`src/rtl/digit_scan_driver.sv`:
```
// rtl/digit_scan_driver.sv - time-multiplexed 4-digit 7-segment scan driver with blanking gap
// Optional colon blink on the sel=01 slot when COLON_BLINK_EN is defined.
module digit_scan_driver #(
  parameter int DIGIT_TICKS  = 100000,
  parameter int BLANK_CYCLES = 4,
  parameter int BLINK_FRAMES = 125
) (
  input  logic       clk,
  input  logic       rst,
  input  logic       en,
  input  logic [3:0] digit_in,
  output logic [1:0] sel,
  output logic [3:0] an,
  output logic [6:0] seg,
  output logic       dp
);

  localparam int CNT_MAX = (DIGIT_TICKS > BLANK_CYCLES) ? DIGIT_TICKS : BLANK_CYCLES;
  localparam int CW      = $clog2(CNT_MAX);

  localparam logic [CW-1:0] BLANK_LAST = CW'(BLANK_CYCLES - 1);
  localparam logic [CW-1:0] SHOW_LAST  = CW'(DIGIT_TICKS - 1);
  localparam logic [CW-1:0] CNT_ONE    = CW'(1);

  localparam logic [0:0] ST_BLANK = 1'b0;
  localparam logic [0:0] ST_SHOW  = 1'b1;

  if (DIGIT_TICKS < 1) begin : g_bad_digit_ticks
    $error("DIGIT_TICKS must be >= 1");
  end
  if (BLANK_CYCLES < 2) begin : g_bad_blank_cycles
    $error("BLANK_CYCLES must be >= 2");
  end
  if (BLINK_FRAMES < 1) begin : g_bad_blink_frames
    $error("BLINK_FRAMES must be >= 1");
  end

  logic [0:0]    r_state;
  logic [CW-1:0] r_cnt;
  logic [1:0]    r_sel;
  logic [3:0]    r_an;
  logic [6:0]    r_seg;

  logic [6:0]    w_seg_dec;
  logic [3:0]    w_an_dec;
  logic          w_load;
  logic          w_slot_end;

  always_comb begin
    w_seg_dec = 7'h3F;
    case (digit_in)
      4'd0:    w_seg_dec = 7'h40;
      4'd1:    w_seg_dec = 7'h79;
      4'd2:    w_seg_dec = 7'h24;
      4'd3:    w_seg_dec = 7'h30;
      4'd4:    w_seg_dec = 7'h19;
      4'd5:    w_seg_dec = 7'h12;
      4'd6:    w_seg_dec = 7'h02;
      4'd7:    w_seg_dec = 7'h78;
      4'd8:    w_seg_dec = 7'h00;
      4'd9:    w_seg_dec = 7'h10;
      4'd10:   w_seg_dec = 7'h7F;
      default: w_seg_dec = 7'h3F;
    endcase
  end

  assign w_an_dec   = ~(4'b0001 << r_sel);
  assign w_load     = en && (r_state == ST_BLANK) && (r_cnt == BLANK_LAST);
  assign w_slot_end = en && (r_state == ST_SHOW) && (r_cnt == SHOW_LAST);

  // digit_in is only captured at the last BLANK cycle, after sel has settled through the mux
  always_ff @(posedge clk) begin
    if (rst) begin
      r_state <= ST_BLANK;
      r_cnt   <= '0;
      r_sel   <= 2'b00;
      r_an    <= 4'hF;
      r_seg   <= 7'h7F;
    end else if (!en) begin
      r_state <= ST_BLANK;
      r_cnt   <= '0;
      r_an    <= 4'hF;
    end else if (r_state == ST_BLANK) begin
      if (w_load) begin
        r_state <= ST_SHOW;
        r_cnt   <= '0;
        r_an    <= w_an_dec;
        r_seg   <= w_seg_dec;
      end else begin
        r_cnt <= r_cnt + CNT_ONE;
      end
    end else begin
      if (w_slot_end) begin
        r_state <= ST_BLANK;
        r_cnt   <= '0;
        r_an    <= 4'hF;
        r_sel   <= r_sel + 2'd1;
      end else begin
        r_cnt <= r_cnt + CNT_ONE;
      end
    end
  end

`ifdef COLON_BLINK_EN
  localparam int FW = (BLINK_FRAMES > 1) ? $clog2(BLINK_FRAMES) : 1;
  localparam logic [FW-1:0] FRAME_LAST = FW'(BLINK_FRAMES - 1);
  localparam logic [FW-1:0] FRAME_ONE  = FW'(1);

  logic [FW-1:0] r_frame;
  logic          r_blink;
  logic          r_dp;

  // a frame completes when the last slot ends and sel wraps back to 00
  always_ff @(posedge clk) begin
    if (rst) begin
      r_frame <= '0;
      r_blink <= 1'b0;
      r_dp    <= 1'b1;
    end else begin
      if (w_slot_end && (r_sel == 2'd3)) begin
        if (r_frame == FRAME_LAST) begin
          r_frame <= '0;
          r_blink <= ~r_blink;
        end else begin
          r_frame <= r_frame + FRAME_ONE;
        end
      end
      if (w_load) begin
        r_dp <= (r_sel == 2'd1) ? ~r_blink : 1'b1;
      end
    end
  end

  assign dp = r_dp;
`else
  assign dp = 1'b1;
`endif

  assign sel = r_sel;
  assign an  = r_an;
  assign seg = r_seg;

endmodule

```
`config.mk`:
```
export PLATFORM = sky130hd
export DESIGN_NAME = digit_scan_driver
export DESIGN_NICKNAME = d
export VERILOG_FILES = /design/src/rtl/digit_scan_driver.sv
export SDC_FILE = /design/constraint.sdc
export NUM_CORES = 1
export LEC_CHECK = 0
export ABC_AREA = 1
export ABC_CLOCK_PERIOD_IN_PS = 1450
export CAP_MARGIN = 20
export CORE_MARGIN = 8
export CORE_UTILIZATION = 45
export DETAILED_ROUTE_END_ITERATION = 8
export GPL_ROUTABILITY_DRIVEN = 0
export GPL_TIMING_DRIVEN = 0
export PLACE_DENSITY_LB_ADDON = 0.15
export SYNTH_ARGS = -nofsm -noshare
export SYNTH_HDL_FRONTEND = slang
export SYNTH_SLANG_ARGS = --single-unit
```
`constraint.sdc`:
```
create_clock -name clk -period 1.45 [get_ports clk]
set_clock_uncertainty 0.15 [all_clocks]
set_input_delay 0.3625 -clock clk [delete_from_list [all_inputs] [get_ports clk]]
set_output_delay 0.3625 -clock clk [all_outputs]
set_load 0.02 [all_outputs]
```
==> reports/metrics.cfg <==
[cells_and_area]
multi_input_area_um2 = 1220
layout_commonest_cell = nand2_1
area_growth_pct = 34.4
utilization_pct = 61.4
fillCellCount = 388
ff_latch_area_um2 = 629
antenna_cells = 0
final_area_um2 = 2400
final_cell_mix = nand2_1, nor2_1, dfxtp_1, inv_1, nand3_1
drive_above_1_share_pct = 31.4
fin_nets = 313

[worst_setup_path]
crit_fanout = 9
r2r_cells = 7
reg2reg_from = r_cnt[14]$_SDFF_PP0_
cp-start-kind = input pin
end_kind = register
cp.arrival_ps = 1570
crit_type = input pin to register
worst-r2r-setup-slack_ps = -80
timing.rr.end = r_cnt[15]$_SDFF_PP0_
required_ps = 1470

[routing]
dr_total_vias = 1731
drc = 0
dr.pass1.iters = 4
via_per_inst = 5.00
wire_per_inst_um = 12.1
first_iter_violations = 81
drt_wl_total_um = 4180
final_antenna_net_count = 0

[logic_synthesis]
synthXorXnorAreaFrac_pct = 4.41
ys_warn_count = 0
synth_area_per_cell_um2 = 6.88
synth_seq_cells = 31
syn_area_um2 = 1790
yosys.area_share.adder_pct = 7.00
synth_compound_area_share_pct = 6.09
synthSimpleGateAreaFrac_pct = 40.2
syn_inst = 260
synth_nets = 277
muxShareOfSynthArea_pct = 0
synth.distinct_cells = 25
ys_seq_area_share_pct = 34.7
synth_top_family_by_area = simple AND/OR/NAND/NOR gates

[global_routing]
grt_max_degree = 10
grt-ovfl-total = 0
antenna_found_initial = 0
grt_pass1_wl_um = 7300
track_usage_pct = 14.2
grt_pass1_vias = 1703

[power_and_ir_drop]
comb_power_share_pct = 6.8
p_clk_share_pct = 41.1
p_leak_nw = 0.994
power_switching_w = 0.000377
internal-power_w = 0.00127
switching_share_pct = 22.9
ir_drop_v = 0.000600
power_frac_seq_pct = 52.2
pwr_density_cell_nw_per_um2 = 687

[worst_hold_path]
hold_path_end = seg[0]$_SDFFE_PP1P_
holdCritStartpoint = seg[0]$_SDFFE_PP1P_
hold_depth = 2
hold_class = register to register

[timing]
holdWs_ps = 323
min_period_ps = 1550
fin_crit_sh_pct = 107
rsz0062_at_grt = true
hold_viol_final = 0
drv_slew = 0
setup_violations = 22
max_freq_mhz = 643
tns_ps = -1510
setup_slack_ps = -105

[run_status]
outcome = finished with violations
violations = negative setup slack

[cts]
path_clk_slew_ps = 60
root_buffer = clkbuf_8
clockBufferDepth = 2
h-tree-depth = 2
cts_tree = built
clk_latency_ps = 280
numCtsBuffers = 5
cts_sinks = 31

[job]
cap_violations = 0

[die]
num_rows = 23
die-area_um2 = 6250
start_util_pct = 45.7
io_pins = 21
fp.dieW_um = 79.0
coreArea_um2 = 3910
die_h_um = 79.0

[placed_design]
portBuffers = 19
placed_cell_area_um2 = 2070
dpl.hpwl_um = 2990

[area by class of cell]
cell class,instances,area share (%)
inverter,30,4.84
multi-input combinational,198,50.9
timing repair buffer,28,10.8
buffer,2,0.938
tap,50,2.60
clock inverter,1,0.208
clock buffer,6,3.44
sequential,31,26.2
[what timing repair did]
| item | 4_1_cts | 5_1_grt |
|---|---|---|
| hold buffers | 0 | 0 |
| cloned | 2 | 0 |
| pin swaps | 11 | 8 |
| resized for setup | 65 | 34 |
| setup endpoints to repair | 44 | 31 |
| setup buffers | 5 | 3 |
[worst max-delay path by stage]
stage | startpoint | end | cells after the start
2_1_floorplan | r_cnt[1]$_SDFF_PP0_ | seg[0]$_SDFFE_PP1P_ | 9
3_3_place_gp | rst | r_cnt[15]$_SDFF_PP0_ | 6
3_5_place_dp | rst | r_cnt[2]$_SDFF_PP0_ | 6
4_1_cts | r_cnt[0]$_SDFF_PP0_ | seg[3]$_SDFFE_PP1P_ | 9
5_1_grt | r_cnt[14]$_SDFF_PP0_ | r_cnt[2]$_SDFF_PP0_ | 7
6_report | rst | r_cnt[15]$_SDFF_PP0_ | 6
[Yosys cell counts (all sizes together)]
master / count / area, um^2
nand3: 23 / 138
nand2: 64 / 250
conb: 1 / 3.75
xnor2: 3 / 26.3
inv: 29 / 109
o21ai: 16 / 80.1
clkinv: 1 / 3.75
ha: 10 / 125
nor3: 3 / 15.0
a21oi: 5 / 28.8
buf: 2 / 18.8
nor2: 56 / 254
dfxtp: 31 / 621
xor2: 6 / 52.6
nand4: 10 / 62.6
[per-layer routing]
layer | up-vias | global-route usage, % | part of all wire [%]
li1 | 900 | - | -
met3 | 9 | 2.93 | 5.3
met5 | - | 0 | 0
met4 | 0 | 6.67 | 2.2
met2 | 39 | 24.3 | 47
met1 | 783 | 16.5 | 45
[critical path, stage by stage]
cell and delay, ps:
dlygate4sd2_1 360, inv_2 160, nand2_2 250, clkinvlp_4 220, nand3_4 170, nor2_1 60
[kinds of logic after synthesis]
logic type      count (synthesis)
compound gates                 21
xor+xnor                        9
fa+ha+maj                      10
buf+inv                        32
flops                          31
other cells                     1
simple gates                  156
[power by group through the flow]
| stage | Sequential, W | Combinational [W] | Clock [W] |
|---|---|---|---|
| 4_1_cts | 0.000860 | 0.000105 | 0.000703 |
| 5_1_grt | 0.000860 | 0.000127 | 0.000732 |
| 2_1_floorplan | 0.000881 | 0.0000525 | 0 |
| 6_report | 0.000860 | 0.000112 | 0.000677 |
| 3_5_place_dp | 0.000880 | 0.0000985 | 0 |
| 3_3_place_gp | 0.000880 | 0.0000986 | 0 |
[registers in the layout, indices dropped and copies added, names as in the netlist]
name     cells
r_cnt       17
an           4
sel          2
r_state      1
seg          7
[through the flow]
stage	cells	setup slack [ps]	total power (W)
after global placement	329	-898	0.000978
after global routing	346	-173	0.00172
after detailed placement	329	-889	0.000978
final	346	-105	0.00165
after floorplan	260	-9.79	0.000934
after CTS	343	-64.4	0.00167
(Power assumes the default switching activity.)
